### config.mk
export PLATFORM = sky130hd
export DESIGN_NAME = rf_write_arbiter
export DESIGN_NICKNAME = d
export VERILOG_FILES = /design/src/rtl/rf_pkg.sv /design/src/rtl/rf_wreq_fifo.sv /design/src/rtl/rf_write_arbiter.sv
export SDC_FILE = /design/constraint.sdc
export NUM_CORES = 1
export LEC_CHECK = 0
export CAP_MARGIN = 20
export CORE_ASPECT_RATIO = 1.1
export CORE_UTILIZATION = 26
export CTS_CLUSTER_DIAMETER = 120
export DETAILED_ROUTE_END_ITERATION = 12
export PLACE_DENSITY_LB_ADDON = 0.12
export SLEW_MARGIN = 10
export SYNTH_ARGS = -nofsm -noshare
export SYNTH_HDL_FRONTEND = slang
export SYNTH_HIERARCHICAL = 1
export SYNTH_SLANG_ARGS = --single-unit
export TNS_END_PERCENT = 5
### constraint.sdc
create_clock -name clk -period 4.1 [get_ports clk]
set_input_delay 0.41 -clock clk [delete_from_list [all_inputs] [get_ports clk]]
set_output_delay 0.41 -clock clk [all_outputs]
set_load 0.03 [all_outputs]
### src/rtl/rf_pkg.sv
// Shared types for the register-file write path. This covers the bank encoding,
// the write-request record and the pending-scoreboard indexing.
package rf_pkg;

    localparam int ADDR_W  = 5;
    localparam int DATA_W  = 32;
    localparam int SB_W    = 2 + ADDR_W;
    localparam int SB_SIZE = 1 << SB_W;

    typedef enum logic [1:0] {
        BANK_INT    = 2'b00,
        BANK_FP     = 2'b01,
        BANK_EXT_LO = 2'b10,
        BANK_EXT_HI = 2'b11
    } rf_bank_t;

    typedef struct packed {
        rf_bank_t            bank;
        logic [ADDR_W-1:0]   addr;
        logic [DATA_W-1:0]   data;
    } rf_wreq_t;

    // Flat scoreboard position of a register: bank in the upper bits.
    function automatic logic [SB_W-1:0] sb_index(input logic [1:0] bank,
                                                 input logic [ADDR_W-1:0] addr);
        return {bank, addr};
    endfunction

endpackage

### src/rtl/rf_wreq_fifo.sv
// Small synchronous FIFO of write requests. The head is visible combinationally.
// The pointers carry one extra wrap bit so that full can be told apart from empty.
module rf_wreq_fifo
    import rf_pkg::*;
#(
    parameter int DEPTH = 4
) (
    input  logic     clk,
    input  logic     rstn,
    input  logic     push,
    input  rf_wreq_t push_data,
    input  logic     pop,
    output rf_wreq_t head,
    output logic     full,
    output logic     empty
);

    localparam int PTR_W = $clog2(DEPTH);

    rf_wreq_t         mem [DEPTH];
    logic [PTR_W:0]   wr_ptr_reg;
    logic [PTR_W:0]   rd_ptr_reg;
    logic             do_push;
    logic             do_pop;

    assign empty   = (wr_ptr_reg == rd_ptr_reg);
    assign full    = (wr_ptr_reg[PTR_W] != rd_ptr_reg[PTR_W]) &&
                     (wr_ptr_reg[PTR_W-1:0] == rd_ptr_reg[PTR_W-1:0]);
    // A push into a full FIFO is accepted only when a pop frees a slot at the same edge.
    assign do_push = push & (~full | pop);
    assign do_pop  = pop & ~empty;
    assign head    = mem[rd_ptr_reg[PTR_W-1:0]];

    // Storage write. The contents need no reset because the pointers define validity.
    always_ff @(posedge clk) begin
        if (do_push) begin
            mem[wr_ptr_reg[PTR_W-1:0]] <= push_data;
        end
    end

    // Pointer advance. Each pointer wraps naturally through its extra bit.
    always_ff @(posedge clk or negedge rstn) begin
        if (!rstn) begin
            wr_ptr_reg <= '0;
            rd_ptr_reg <= '0;
        end else begin
            if (do_push) begin
                wr_ptr_reg <= wr_ptr_reg + 1'b1;
            end
            if (do_pop) begin
                rd_ptr_reg <= rd_ptr_reg + 1'b1;
            end
        end
    end

endmodule

### src/rtl/rf_write_arbiter.sv
// Shares the register file write port between writeback, which always wins, and
// buffered receive writes. It keeps a per-register pending scoreboard and a
// starvation counter that asks the core to stall when the receive queue is stuck.
module rf_write_arbiter
    import rf_pkg::*;
#(
    parameter int FIFO_DEPTH   = 4,
    parameter int STARVE_LIMIT = 8
) (
    input  logic        clk,
    input  logic        rstn,
    input  logic        wb_valid,
    input  logic [1:0]  wb_bank,
    input  logic [4:0]  wb_addr,
    input  logic [31:0] wb_data,
    input  logic        rx_valid,
    output logic        rx_ready,
    input  logic [1:0]  rx_bank,
    input  logic [4:0]  rx_addr,
    input  logic [31:0] rx_data,
    input  logic [1:0]  chk_bank,
    input  logic [4:0]  chk_addr,
    output logic        chk_pending,
    output logic        rf_we,
    output logic [1:0]  rf_bank,
    output logic [4:0]  rf_addr,
    output logic [31:0] rf_data,
    output logic        core_stall,
    output logic        proto_err
);

    localparam int CNT_W = $clog2(STARVE_LIMIT + 1);

    logic [SB_SIZE-1:0] pending_reg;
    logic [SB_SIZE-1:0] pending_next;
    logic [SB_W-1:0]    rx_idx;
    logic [SB_W-1:0]    chk_idx;
    logic [SB_W-1:0]    clr_idx;

    logic               fifo_full;
    logic               fifo_empty;
    logic               fifo_push;
    logic               fifo_pop;
    rf_wreq_t           fifo_head;
    rf_wreq_t           rx_req;
    rf_wreq_t           win_req;
    logic               win_valid;

    logic               rx_accept;
    logic               rx_is_r0;
    logic               pend_clear_en;

    logic               rf_we_reg;
    logic [1:0]         rf_bank_reg;
    logic [4:0]         rf_addr_reg;
    logic [31:0]        rf_data_reg;
    logic               rf_from_fifo_reg;
    logic [CNT_W-1:0]   starve_cnt_reg;
    logic [CNT_W-1:0]   starve_cnt_next;
    logic               core_stall_reg;
    logic               proto_err_reg;

    assign rx_idx    = sb_index(rx_bank, rx_addr);
    assign chk_idx   = sb_index(chk_bank, chk_addr);
    assign clr_idx   = sb_index(rf_bank_reg, rf_addr_reg);

    // Refuse a receive write while its register still has one in flight, so that at most one FIFO entry per register exists.
    assign rx_ready  = rstn & ~fifo_full & ~pending_reg[rx_idx];
    assign rx_accept = rx_valid & rx_ready;
    assign rx_is_r0  = (rx_bank == BANK_INT) && (rx_addr == 5'd0);
    // Int r0 is hardwired to zero, so an accepted write to it is simply dropped.
    assign fifo_push = rx_accept & ~rx_is_r0;
    assign fifo_pop  = ~wb_valid & ~fifo_empty;
    assign rx_req    = '{bank: rf_bank_t'(rx_bank), addr: rx_addr, data: rx_data};

    assign chk_pending   = rstn & pending_reg[chk_idx];
    // The register file commits on the edge where the FIFO-sourced strobe is visible.
    assign pend_clear_en = rf_we_reg & rf_from_fifo_reg;

    rf_wreq_fifo #(
        .DEPTH     (FIFO_DEPTH)
    ) u_fifo (
        .clk       (clk),
        .rstn      (rstn),
        .push      (fifo_push),
        .push_data (rx_req),
        .pop       (fifo_pop),
        .head      (fifo_head),
        .full      (fifo_full),
        .empty     (fifo_empty)
    );

    // Per-register pending bit. A set and a clear never target the same bit at the same edge.
    for (genvar gi = 0; gi < SB_SIZE; gi++) begin : g_pending
        assign pending_next[gi] = (fifo_push && (rx_idx == SB_W'(gi))) |
                                  (pending_reg[gi] & ~(pend_clear_en && (clr_idx == SB_W'(gi))));
    end

    // Scoreboard state.
    always_ff @(posedge clk or negedge rstn) begin
        if (!rstn) begin
            pending_reg <= '0;
        end else begin
            pending_reg <= pending_next;
        end
    end

    // Fixed-priority winner selection: writeback first, then the FIFO head.
    always_comb begin
        win_valid = 1'b0;
        win_req   = '0;
        if (wb_valid) begin
            win_valid = 1'b1;
            win_req   = '{bank: rf_bank_t'(wb_bank), addr: wb_addr, data: wb_data};
        end else if (!fifo_empty) begin
            win_valid = 1'b1;
            win_req   = fifo_head;
        end
    end

    // Registered write port toward the register file.
    always_ff @(posedge clk or negedge rstn) begin
        if (!rstn) begin
            rf_we_reg        <= 1'b0;
            rf_bank_reg      <= 2'b00;
            rf_addr_reg      <= 5'd0;
            rf_data_reg      <= 32'd0;
            rf_from_fifo_reg <= 1'b0;
        end else begin
            rf_we_reg        <= win_valid;
            rf_from_fifo_reg <= fifo_pop;
            if (win_valid) begin
                rf_bank_reg <= win_req.bank;
                rf_addr_reg <= win_req.addr;
                rf_data_reg <= win_req.data;
            end
        end
    end

    // Starvation count: it grows while a waiting head loses and saturates at the limit.
    always_comb begin
        starve_cnt_next = starve_cnt_reg;
        if (fifo_empty || fifo_pop) begin
            starve_cnt_next = '0;
        end else if (starve_cnt_reg < CNT_W'(STARVE_LIMIT)) begin
            starve_cnt_next = starve_cnt_reg + CNT_W'(1);
        end
    end

    // Stall and sticky protocol-error flags.
    always_ff @(posedge clk or negedge rstn) begin
        if (!rstn) begin
            starve_cnt_reg <= '0;
            core_stall_reg <= 1'b0;
            proto_err_reg  <= 1'b0;
        end else begin
            starve_cnt_reg <= starve_cnt_next;
            core_stall_reg <= (starve_cnt_next == CNT_W'(STARVE_LIMIT));
            proto_err_reg  <= proto_err_reg | (wb_valid & core_stall_reg);
        end
    end

    assign rf_we      = rf_we_reg;
    assign rf_bank    = rf_bank_reg;
    assign rf_addr    = rf_addr_reg;
    assign rf_data    = rf_data_reg;
    assign core_stall = core_stall_reg;
    assign proto_err  = proto_err_reg;

endmodule
==> flow_metrics.env, run 1 <==
export IMPL_drv_cap=0
export IMPL_cts_tree="done"
export IMPL_grt_pass1_wl_um=78600
export IMPL_utilization=0.324
export IMPL_syn_inst=1214
export IMPL_post_drt_wl_per_cell_um=23.7
export IMPL_cp_required_ps=3690
export IMPL_gp_congestion=0.840
export IMPL_diodes=0
export IMPL_synthSimpleGateAreaFrac=0.0745
export IMPL_grt_usage=0.168
export IMPL_yosys_area_top_type_share=0.293
export IMPL_start_kind="input port"
export IMPL_swShare=0.350
export IMPL_synth_xor_area_share=0.00430
export IMPL_drive_gt1_frac=0.183
export IMPL_cts_root_buf="clkbuf_16"
export IMPL_critPathKind="in2out"
export IMPL_netlist_area_um2=16000
export IMPL_nets=1443
export IMPL_setup_tns_ps=0
export IMPL_clk_latency_ps=560
export IMPL_area_growth_synth_to_final_pct=23.5
export IMPL_arrival_ps=3600
export IMPL_antenna_left=0
export IMPL_avgSynthCellArea_um2=13.2
export IMPL_ys_warn_count=6
export IMPL_synth_fa_ha_area_frac=0.00469
export IMPL_switchingPower_mw=4.37
export IMPL_worstMarginPinSlew_ps=1140
export IMPL_grt_max_degree=58
export IMPL_cts_htree_levels=2
export IMPL_grt_pass1_vias=11700
export IMPL_drt_first_pass_iters=5
export IMPL_hpwl_um=35300
export IMPL_largest_reg_flops=156
export IMPL_clk_pin_slew_worst_paths_ps=50
export IMPL_period_needed_ps=4010
export IMPL_drtIter0Drc=755
export IMPL_async_reset_ff_frac=0.537
export IMPL_synth_nets=1309
export IMPL_synth_seq_cells=337
export IMPL_status="complete, no violations"
export IMPL_timing_fmax_mhz=250
export IMPL_coreArea_um2=61000
export IMPL_end_kind="primary output"
export IMPL_io_buffers=132
export IMPL_viasPerCell=5.04
export IMPL_drc=0
export IMPL_pin_count=133
export IMPL_die_h_um=262
export IMPL_power_frac_clock=0.281
export IMPL_drv_slew=0
export IMPL_synth_top_family_by_area="multiplexers"
export IMPL_synth_compound_gate_area_share=0.128
export IMPL_synth_top_cell_by_area="edfxtp_1"
export IMPL_synth_edf_count=156
export IMPL_intPower_mw=8.12
export IMPL_rsz0062_at_grt="false"
export IMPL_critPathMaxFanout=32
export IMPL_finalHoldViolCount=0
export IMPL_die_area_um2=62600
export IMPL_leakage_nw=6.48
export IMPL_numClockSinks=337
export IMPL_num_rows=95
export IMPL_drt_wl_total_um=52200
export IMPL_synthTopCellsByArea="edfxtp_1 29%, dfrtp_1 28%, mux4_2 13%"
export IMPL_grt_overflow=0
export IMPL_initial_core_util=0.263
export IMPL_slew_headroom=0.235
export IMPL_vdd_ir_drop_max_mv=0.526
export IMPL_yosysSeqAreaShare=0.576
export IMPL_antenna_found_initial=2
export IMPL_p_seq_frac=0.390
export IMPL_synthMuxAreaShare=0.181
export IMPL_combPwrFrac=0.329
export IMPL_fin_crit_sh=0.977
export IMPL_hp_class="in2async"
export IMPL_power_density_nw_per_um2=632
export IMPL_setup_viol=0
export IMPL_numCtsBuffers=41
export IMPL_synth_cell_types=59
export IMPL_die_w_um=239
export IMPL_vias=11100
export IMPL_ys_flop_type="dfrtp_1"
export IMPL_finClkSkew_ps=19.7
export IMPL_clk_path_buf_depth=3
Yosys cell counts, types with 3 or more instances:
master,n
o21ai_0,191
dfrtp_1,181
edfxtp_1,156
mux4_2,94
nand2_1,81
clkbuf_1,73
mux2i_1,73
o21ai_1,62
nand3_1,44
o31ai_1,34
nand4_1,30
nor2_1,23
a22oi_1,20
buf_2,15
nor2b_1,13
nand2b_1,10
a21oi_1,8
buf_6,8
a211oi_1,6
ha_1,6
inv_1,6
o21ai_2,6
and2_1,5
nor3_1,5
o41ai_1,5
and3_1,4
buf_1,4
buf_4,4
nand3b_1,3
o41ai_2,3
xnor2_1,3
xor2_1,3
stage by stage:
stage / cells / worst slack [ps] / power [mW] / hold WS [ps] / area [um^2]
floorplan: 1214 / 37.4 / 7.45 / 114 / 16000
global placement: 2128 / 30.2 / 9.10 / 349 / 18500
detailed placement: 2128 / 39.2 / 9.10 / 353 / 18500
CTS: 2199 / 229 / 12.7 / 327 / 19800
global route: 2199 / 24.4 / 13.2 / 353 / 19800
finish: 2199 / 92.3 / 12.5 / 344 / 19800
what timing repair did:
| action | 4_1_cts | 5_1_grt |
|---|---|---|
| gates resized for setup | 0 | 0 |
| hold endpoints to repair | 31 | 0 |
| hold buffers | 1 | 0 |
| setup buffers | 0 | 0 |
cell type report:
type	count	area, um^2
inverter	6	22.5
tap	824	1030
timing repair buffer	196	1930
sequential	337	9220
multi-input combinational	766	6310
clock buffer	58	1150
fill	6116	41200
clock inverter	12	114
critical path: stages:
cell,delay (ps)
clkdlybuf4s50_1,660
nor2b_1,600
a22oi_1,210
a311oi_2,420
a22oi_2,170
buf_4,280
o31ai_1,560
buf_4,270
power groups by stage:
stage               Combinational [mW]  Sequential (mW)  Clock [mW]
floorplan                         2.50             4.95           0
detailed placement                4.18             4.92           0
finish                            4.11             4.88        3.51
global placement                  4.17             4.92           0
global route                      4.50             4.96        3.77
CTS                               4.19             4.87        3.63
cells in the final DEF, fill, tap and decap left out, types with 4 or more instances in the layout:
master and count:
o21ai_2 6, buf_12 12, a22oi_1 20, clkbuf_1 12, o31ai_1 34, clkbuf_8 5, o21ai_0 191, clkinv_2 5
edfxtp_1 156, clkdlybuf4s50_1 125, mux2i_1 73, nor3_1 4, nand2b_1 10, buf_2 5, dfrtp_1 179, mux4_2 94
buf_4 52, inv_1 5, clkbuf_16 42, nand3_1 44, nor2_1 23, ha_1 6, nor2b_1 11, and2_1 5
o41ai_1 5, o21ai_1 62, a211oi_1 6, a21oi_1 8, nand4_1 30, nand2_1 81
metal layers:
metal / GRT usage / vias up / part of all wire
li1: - / 4988 / -
met1: 0.224 / 5648 / 0.44
met2: 0.270 / 348 / 0.48
met3: 0.0364 / 89 / 0.054
met4: 0.0565 / 4 / 0.030
met5: 0 / - / 0.00050
final timing paths:
kind                            slack (ps)           endpoint  depth (start not counted)            startpoint
min in group clk                       380        rf_data[31]                          3              wb_valid
worst max register to register         730  u_fifo/mem[3][35]                          9  u_fifo/wr_ptr_reg[1]
worst max-delay path                    90           rx_ready                          8            rx_addr[3]
worst min register to register         460          proto_err                          1             proto_err
max in group asynchronous             2090         rf_data[4]                          4                  rstn
worst min-delay path                   340    pending_reg[40]                          2                  rstn
cell families (layout without fill, tap and decap cells):
kind of cell,after synthesis,in the layout
AOI/OAI and AO/OA,351,351
xor gates and xnor gates,7,7
adders and majority gates,6,6
buffers and inverters,111,272
DFF,337,337
muxes,171,171
and+or+nand+nor,231,231
Power figures use the tool's default switching activity.
==> run 2: changes to the inputs <==
==> constraint.sdc (replaced) <==
create_clock -name clk -period 4.1 [get_ports clk]
set_input_delay 0.82 -clock clk [delete_from_list [all_inputs] [get_ports clk]]
set_output_delay 0.82 -clock clk [all_outputs]
set_load 0.03 [all_outputs]
==> run 2 against run 1 <==
Global-route usage increased by 0.075 points. Clock power rose by 4%. Highest routed layer unchanged. Maximum frequency about the same. Combinational power up 2%. Cell count increased by 1.5%. Core utilization grew 0.48 points.
==> flow_metrics.env, run 2 (synthesis gave the netlist of run 1 again) <==
export IMPL_status="complete, no violations"
export IMPL_grt_overflow=0
export IMPL_leakage_nw=6.64
export IMPL_clk_path_buf_depth=3
export IMPL_finalNonFillerCells=2231
export IMPL_period_needed_ps=4010
export IMPL_rsz0062_at_grt="false"
export IMPL_hpwl_um=36200
export IMPL_setup_viol=0
export IMPL_grt_max_degree=82
export IMPL_clk_pin_slew_worst_paths_ps=60
export IMPL_mostFrequentLayoutCell="o21ai_0"
export IMPL_grt_usage=0.169
export IMPL_vias=11200
export IMPL_initial_core_util=0.263
export IMPL_place_area_um2=18700
export IMPL_die_area_um2=62600
export IMPL_slew_headroom=0.390
export IMPL_cp_cell_sequence="clkdlybuf4s50_1, buf_12, and2_1, a22oi_2, a21oi_1, or4_4, a22oi_2, o31ai_1, buf_4, buf_4"
export IMPL_end_kind="primary output"
export IMPL_pin_count=133
export IMPL_slowest_delay_ps=540
export IMPL_critPathMaxFanout=15
export IMPL_largest_reg_flops=156
export IMPL_grt_pass1_wl_um=79100
export IMPL_crit_slowest_cell="or4_4"
export IMPL_r2r_slack_ps=750
export IMPL_numCtsBuffers=42
export IMPL_worst_slack_ps=92.1
export IMPL_path_delay_family="buffers and inverters"
export IMPL_die_h_um=262
export IMPL_numClockSinks=337
export IMPL_area_growth_synth_to_final_pct=25.3
export IMPL_drt_first_pass_iters=5
export IMPL_dp_cells=2151
export IMPL_fill_cells=6046
export IMPL_arrival_ps=3190
export IMPL_drv_cap=0
export IMPL_regToRegStartpoint="pending_reg[15]"
export IMPL_antenna_found_initial=6
export IMPL_cts_htree_levels=2
export IMPL_vdd_ir_drop_max_mv=0.363
export IMPL_power_mw=12.7
export IMPL_drv_slew=0
export IMPL_viasPerCell=5.04
export IMPL_crit_buf_inv=4
export IMPL_setup_tns_ps=0
export IMPL_num_rows=95
export IMPL_post_drt_wl_per_cell_um=23.4
export IMPL_coreArea_um2=61000
export IMPL_start_kind="input port"
export IMPL_hp_class="in2async"
export IMPL_utilization=0.329
export IMPL_final_cell_mix="191 x o21ai_0, 179 x dfrtp_1, 156 x edfxtp_1"
export IMPL_r2r_cells=12
export IMPL_finalHoldViolCount=0
export IMPL_finClkSkew_ps=20.8
export IMPL_cts_root_buf="clkbuf_16"
export IMPL_pre_cts_slack_ps=-203
export IMPL_drt_wl_total_um=52200
export IMPL_gp_congestion=0.837
export IMPL_ctsHoldBuffers=0
export IMPL_antenna_left=0
export IMPL_r2r_end="u_fifo/mem[3][4]"
export IMPL_drtIter0Drc=850
export IMPL_drive_gt1_frac=0.201
export IMPL_holdWs_ps=141
export IMPL_drc=0
export IMPL_critPathKind="in2out"
export IMPL_fin_crit_sh=0.978
export IMPL_worstMarginPinSlew_ps=916
export IMPL_stdcell_area_um2=20100
export IMPL_io_buffers=132
export IMPL_grt_pass1_vias=11700
export IMPL_nets=1467
export IMPL_clk_latency_ps=580
export IMPL_timing_fmax_mhz=250
export IMPL_power_density_nw_per_um2=633
export IMPL_cp_required_ps=3280
export IMPL_die_w_um=239
export IMPL_cts_tree="done"
## run 2: changes by cell type in the layout (fill, tap and decap cells not counted), moves of 2 or more
cell and delta:
buf_4 +23, buf_12 +2, a22oi_2 +2, clkinv_1 +3, clkbuf_8 -2, diode_2 +2
a22oi_1 -2
## run 2: how the worst max path moves through the flow
stage | startpoint | to | slack [ps] | depth (start not counted)
CTS | rx_addr[3] | rx_ready | 10 | 9
floorplan | rx_addr[0] | u_fifo/mem[1][0] | -370 | 10
detailed placement | rx_addr[3] | u_fifo/mem[3][4] | -200 | 12
global route | rx_addr[3] | rx_ready | 1 | 10
finish | rx_addr[3] | rx_ready | 90 | 10
global placement | rx_addr[3] | u_fifo/mem[3][4] | -150 | 12
## run 2: metal layers
metal	global-route usage	share of wire
met5	0	0.00096
met4	0.0561	0.026
met2	0.274	0.49
met1	0.224	0.43
met3	0.0358	0.058
## run 2: power breakdown
group          switching (mW)  internal (mW)
Sequential              0.606           4.26
Clock                    1.50           2.14
Combinational            2.35           1.84
## run 2: cell type report
| class | instances | area, um^2 | share of cell area |
|---|---|---|---|
| Antenna cell | 2 | 5.00 | 0.000249 |
| Clock buffer | 57 | 1130 | 0.0562 |
| Clock inverter | 20 | 218 | 0.0108 |
| Inverter | 6 | 22.5 | 0.00112 |
| Multi-Input combinational cell | 766 | 6320 | 0.315 |
| Sequential cell | 337 | 9220 | 0.459 |
| Tap cell | 824 | 1030 | 0.0514 |
| Timing Repair Buffer | 219 | 2120 | 0.106 |
## run 2: timing repair
action | CTS | global route
endpoints found under the setup margin | 0 | 1
buffers inserted | 0 | 1
resized for setup | 0 | 5
==> run 3: changes to the inputs <==
GPL_ROUTABILITY_DRIVEN = 0   (was not set)
==> results of run 3 <==
The final DEF is identical to that of run 2; final timing and power are the same.
